<file path="src/rtl/buf1_sel_arbiter.sv">
// Arbitrates requesters A (full byte) and M (single-bit extract) onto the shared buf1
// select-mux and registers the result onto a one-deep valid/ready output stage.
module buf1_sel_arbiter #(
  parameter int WIDTH     = 8,
  parameter int BIT_IDX   = 2,
  parameter int MAX_BURST = 4
) (
  input  logic             clk,
  input  logic             rst_n,
  input  logic             a_valid_i,
  input  logic [WIDTH-1:0] a_data_i,
  output logic             a_ready_o,
  input  logic             m_valid_i,
  input  logic [WIDTH-1:0] m_data_i,
  output logic             m_ready_o,
  output logic             sel_o,
  output logic             out_valid_o,
  output logic [WIDTH-1:0] out_data_o,
  output logic             out_src_o,
  input  logic             out_ready_i,
  output logic             state_o,
  output logic [3:0]       burst_cnt_o
);

  // Valid/ready: a transfer happens on a rising edge where valid & ready are both 1.
  // Producers hold valid and data stable until that edge; ready never waits on valid
  // of the other side, and a_ready/m_ready are mutually exclusive.

  typedef enum logic {ST_EMPTY = 1'b0, ST_FULL = 1'b1} state_e;

  localparam logic [3:0] MAX_CNT = 4'(MAX_BURST);

  state_e           state_q, state_d;
  logic [WIDTH-1:0] out_data_q, out_data_d;
  logic             out_src_q, out_src_d;
  logic             sel_q, sel_d;
  logic [3:0]       burst_q, burst_d;

  logic             can_load;
  logic             burst_hit;
  logic             grant_a, grant_m, grant_any;
  logic [WIDTH-1:0] mux_a;
  logic [WIDTH-1:0] mux_out;

  always_comb begin
    can_load  = (state_q == ST_EMPTY) | out_ready_i;
    burst_hit = (burst_q == MAX_CNT);
    grant_a   = can_load & a_valid_i & (~m_valid_i | ~burst_hit);
    grant_m   = can_load & m_valid_i & (~a_valid_i | burst_hit);
    grant_any = grant_a | grant_m;

    // The buf1 mux sees one operand; sel picks the whole word or the extracted bit.
    sel_d   = grant_any ? grant_a : sel_q;
    mux_a   = grant_a ? a_data_i : m_data_i;
    mux_out = sel_d ? mux_a : {{(WIDTH-1){1'b0}}, mux_a[BIT_IDX]};

    state_d    = state_q;
    out_data_d = out_data_q;
    out_src_d  = out_src_q;
    burst_d    = burst_q;

    case (state_q)
      ST_EMPTY: if (grant_any) state_d = ST_FULL;
      ST_FULL:  if (out_ready_i && !grant_any) state_d = ST_EMPTY;
      default:  state_d = ST_EMPTY;
    endcase

    if (grant_any) begin
      out_data_d = mux_out;
      out_src_d  = grant_a;
    end

    if (!m_valid_i || grant_m) begin
      burst_d = 4'd0;
    end else if (grant_a && !burst_hit) begin
      burst_d = burst_q + 4'd1;
    end
  end

  always_ff @(posedge clk or negedge rst_n) begin
    if (!rst_n) begin
      state_q    <= ST_EMPTY;
      out_data_q <= '0;
      out_src_q  <= 1'b0;
      sel_q      <= 1'b0;
      burst_q    <= 4'd0;
    end else begin
      state_q    <= state_d;
      out_data_q <= out_data_d;
      out_src_q  <= out_src_d;
      sel_q      <= sel_d;
      burst_q    <= burst_d;
    end
  end

  assign a_ready_o   = grant_a;
  assign m_ready_o   = grant_m;
  assign sel_o       = sel_d;
  assign out_valid_o = (state_q == ST_FULL);
  assign out_data_o  = out_data_q;
  assign out_src_o   = out_src_q;
  assign state_o     = state_q;
  assign burst_cnt_o = burst_q;

endmodule

</file>
<file path="config.mk">
export PLATFORM = sky130hd
export DESIGN_NAME = buf1_sel_arbiter
export DESIGN_NICKNAME = d
export VERILOG_FILES = /design/src/rtl/buf1_sel_arbiter.sv
export SDC_FILE = /design/constraint.sdc
export NUM_CORES = 1
export LEC_CHECK = 0
export ABC_AREA = 1
export BUFFER_PORTS_ARGS = -buffer_cell sky130_fd_sc_hd__clkbuf_2
export CAP_MARGIN = 5
export CORE_MARGIN = 2
export CORE_UTILIZATION = 38
export DETAILED_ROUTE_END_ITERATION = 8
export MAX_ROUTING_LAYER = met4
export PLACE_DENSITY = 0.72
export SYNTH_ARGS = -nofsm -noshare
export SYNTH_HDL_FRONTEND = slang
export SYNTH_SLANG_ARGS = --single-unit
</file>
<file path="constraint.sdc">
create_clock -name clk -period 1 [get_ports clk]
set_input_delay 0.1 -clock clk [delete_from_list [all_inputs] [get_ports clk]]
set_output_delay 0.1 -clock clk [all_outputs]
set_load 0.03 [all_outputs]
</file>
Word level (Yosys, flattened, before mapping):

Index checks and enable logic that the tools add are counted.

* register bits after elaboration: 15

* reduce and logical (&&, ||, !) cells: 7
* eq/ne operators: 1
* add/subtract/negate cells: 1
* bitwise operators: 12
* multiplexer cells: 8

Operators by type and width (count)
* 8-bit two-way mux: 2
* 4-bit two-way mux: 2
* 4-bit by 1-bit adder with 4-bit output, second input constant: 1
* 1-bit AND: 4
* 4-bit by 3-bit == test with 1-bit output, second input constant: 1
* 1-bit inverter: 4
* 1-bit bitwise OR: 4
* 1-bit logical NOT: 3
* 1-bit two-way mux: 3
* 1-bit logical AND: 2
* 1-bit case mux with 2 select lines: 1
* 2-bit nonzero test: 1
* 1-bit logical OR: 1

Logic depth before layout (Yosys ltp):

* word-level depth: 9
* mapped depth: 8
* depth with buffers taken out: 8

Worst setup path before layout:

OpenSTA, ideal clock, no wires.

* path type: register to register
* start: register burst_q[0], in the netlist burst_cnt_o[0]
* end: register sel_q
* data required time: 0.796 ns
* cell stages (with the launch flop): 6
* period minus slack after synthesis: 1.448 ns
* setup time: 0.204 ns
* data arrival time: 1.243 ns
* path slack: -0.448 ns
* path through: dfrtp_1 -> inv_1 -> ha_1 -> nand4_1 -> nand2_1 -> nand2_1

* cells in the longest elaborated chain, start to end: 6
* elaborated cells between the ends (all ways): 8

Ends and longest elaborated chain
* from (decl): RTL line 37 `logic [3:0] burst_q, burst_d;`
* from (signal assigned): RTL line 92 `burst_q <= burst_d;`
* 4-bit by 3-bit == test with 1-bit output *: RTL line 47 `burst_hit = (burst_q == MAX_CNT);`
* 1-bit inverter: RTL line 48 `grant_a = can_load & a_valid_i & (~m_valid_i | ~burst_hit);`
* 1-bit bitwise OR: RTL line 48
* 1-bit AND: RTL line 48
* 1-bit bitwise OR: RTL line 50 `grant_any = grant_a | grant_m;`
* 1-bit two-way mux *: RTL line 53 `sel_d = grant_any ? grant_a : sel_q;`
* named net sel_o: RTL line 16 `output logic sel_o,`
* to (signal assigned): RTL line 91 `sel_q <= sel_d;`
* to (decl): RTL line 36 `logic sel_q, sel_d;`

Mark *: on every way through the listed nets, which the timed path passes. The rest lies on a longest branch.
A chain may end at the register's enable or synchronous reset.

Worst setup path in the final report:

* start: register burst_q[0], in the netlist burst_cnt_o[0]
* end: output port sel_o

* cells in the longest elaborated chain, start to end: 6
* elaborated cells between the ends (all ways): 8

Ends and longest elaborated chain (RTL line)
* 4-bit by 3-bit == test with 1-bit output *: 47
* 1-bit inverter: 48
* 1-bit bitwise OR: 48
* 1-bit AND: 48
* 1-bit bitwise OR: 50
* 1-bit two-way mux *: 53
* to (decl): 16

Mark *: on every way between the ends. The rest lies on a longest branch, timed or not.

==> flow_metrics.py <==
metrics = {
    "run_status": {
        "outcome": "complete, but fails checks",
        "violations": "setup timing",
    },
    "synth": {
        "yosysTopAreaCell": "dfrtp_1",
        "seq_area_frac_synth": 0.5172,
        "synth_fp_nets": 112,
        "synth_area_leaders": "dfrtp_1 52%, nand2_1 20%, inv_1 5.7%, ha_1 3.4%, nand3_1 2.8%",
        "yosys_register_bits": 15,
        "netlist_area_um2": 725.7,
        "syn_inst": 89,
        "ys_types": 18,
        "ys_warn_count": 0,
        "syn_avg_cell_area_um2": 8.154,
        "synth_top_area_frac": 0.5172,
    },
    "clocking": {
        "clk_pin_slew_ns": 0.09,
        "tritoncts": "yes",
        "clkSinkCount": 15,
        "numCtsBuffers": 3,
        "root_buffer": "clkbuf_4",
        "insertion_delay_ns": 0.28,
        "htree_levels": 1,
        "clockBufferDepth": 2,
    },
    "sta": {
        "max_freq_mhz": 673.5,
        "rsz0062_at_grt": "yes",
        "post-route-period-util": 1.485,
        "final-setup-viol-count": 23,
        "worstMarginPinSlew_ns": 0.3805,
        "finClkSkew_ns": 0.004913,
        "finalMaxSlewViolations": 0,
        "worst_slack_ns": -0.4848,
        "period_minus_slack_ns": 1.485,
        "hold_viol": 0,
        "slew_headroom": 0.7463,
    },
    "floorplanning": {
        "dieArea_um2": 2275,
        "die_height_um": 47.70,
        "rows": 15,
        "io_pins": 39,
        "core_area_um2": 1764,
        "start_util": 0.4113,
        "die_w_um": 47.70,
    },
    "placed_design": {
        "routabilityCongestion": 0.7978,
        "dp_cells": 151,
        "io_buffers": 31,
        "dp_hpwl_mm": 1.242,
        "pre_cts_slack_ns": -0.2148,
    },
    "global_routing": {
        "track_usage": 0.1836,
        "grt_max_degree": 16,
        "grt_pass1_wl_mm": 2.849,
        "antenna_found_initial": 0,
        "grt-ovfl-total": 0,
        "grt_pass1_vias": 701,
    },
    "routing": {
        "drt_iter0_drc": 7,
        "wl_per_cell_um": 10.49,
        "ant_nets": 0,
        "first_pass_iters": 4,
        "post-route-drc-count": 0,
        "viasPerCell": 4.500,
        "vias": 756,
        "drt-total-wl_mm": 1.762,
    },
    "setup_path": {
        "cp.required_ns": 0.90,
        "cp-end-kind": "output port",
        "start_kind": "register",
        "critPathKind": "register to output port",
        "crit_fanout": 3,
        "crit_arrival_ns": 1.38,
    },
    "run": {
        "maxCapViolations": 0,
    },
    "layout": {
        "nets": 167,
        "drive_gt1_frac": 0.5664,
        "syn_to_final_growth_pct": 74.48,
        "final_common_cell": "nand2_1",
        "final_util": 0.7177,
        "n_antenna_cell": 0,
        "final_cell_mix": "29 x nand2_1, 19 x clkbuf_2, 15 x buf_4, 12 x dfrtp_1, 10 x nand2_2",
        "layoutNonFillerInstCount": 168,
        "fill_cells": 144,
    },
    "power": {
        "leakagePower_nw": 0.6882,
        "p_per_area_nw_per_um2": 1304,
        "max-vdd-ir-drop_mv": 1.084,
    },
    "worst_hold_path": {
        "hold_class": "primary input to register",
    },
}
## metrics by stage
step	hold WS, ns	TNS (ns)	total power [mW]	instance area, um^2
global route	0.001042	-6.782	1.750	1266
floorplan	-0.1956	-3.618	1.018	754.5
CTS	0.003611	-5.296	1.626	1215
detailed placement	0.03710	-2.371	1.182	985.9
global placement	0.03254	-1.968	1.172	985.9
finish	0.01505	-5.036	1.651	1266
## layer usage
layer	vias up	wire (um)	global-route usage
li1	380	-	-
met3	0	86	0.02264
met5	-	0	-
met4	0	0	0.04865
met1	347	760	0.2370
met2	29	914	0.3040
## state kept, by name, summed over array words and instances, names as in the netlist
register,flops
out_data_o,8
burst_cnt_o,4
out_src_o,1
out_valid_o,1
sel_q,1
## path summary, 6_finish.rpt
check | from | to | slack [ns] | depth (start not counted)
min in group asynchronous | rst_n | out_src_o | 0.26 | 2
worst min register to register | out_data_o[7] | out_data_o[7] | 0.48 | 2
worst min-delay path | a_data_i[5] | out_data_o[5] | 0.02 | 3
worst max-delay path | burst_cnt_o[0] | sel_o | -0.48 | 6
worst max register to register | burst_cnt_o[0] | sel_q | -0.42 | 8
max in group asynchronous | rst_n | out_valid_o | 0.44 | 2
## where the power goes
part	switching [mW]	internal, mW	leakage, nW	total [mW]
Sequential	0.0368	0.671	0.186	0.707
Clock	0.194	0.148	0.0177	0.342
Combinational	0.348	0.253	0.484	0.602
Total	0.579	1.07	0.688	1.65
## synthesized netlist by cell type, drive strengths merged
library cell / count
o22ai: 1
o21ai: 1
nand4: 2
ha: 2
nand3b: 1
a21oi: 2
buf: 2
xor2: 1
dfrtp: 15
nor3: 1
inv: 13
nand3: 4
nor2: 4
nand2: 39
mux2i: 1
## critical path, stage by stage, from the launching register on
cell	delay, ns
dfrtp_2	0.42
inv_2	0.08
ha_4	0.13
nand4_1	0.13
nand2_2	0.14
nand2_2	0.08
buf_8	0.14
## area by class of cell
type	count	area [um^2]	share of cell area
clock buffers	3	22.52	0.01779
clock inverters	1	5.005	0.003953
inverters	13	53.80	0.04249
multi-input cells	59	349.1	0.2757
flip-flops and latches	15	379.1	0.2994
well taps	25	31.28	0.02470
repair buffers	52	425.4	0.3360
## kinds of logic (layout without fill, tap and decap cells)
group                      Yosys count  in the layout  synth area share
xor gates and xnor gates             1              1           0.01207
muxes                                1              1           0.01379
adders and majority gates            2              2           0.03448
AOI/OAI and AO/OA                    4              4           0.03966
and+or+nand+nor                     51             51            0.2948
DFF                                 15             15            0.5172
buffers and inverters               15             69           0.08793
## timing repair
item                       in CTS  in global routing
setup buffers                  12                  6
setup endpoints to repair      23                 26
hold buffers                    1                  0
hold endpoints to repair       15                  0
resized for setup              29                 20
pin swaps                       6                  4
No activity file was read; power rests on OpenSTA's default activity.
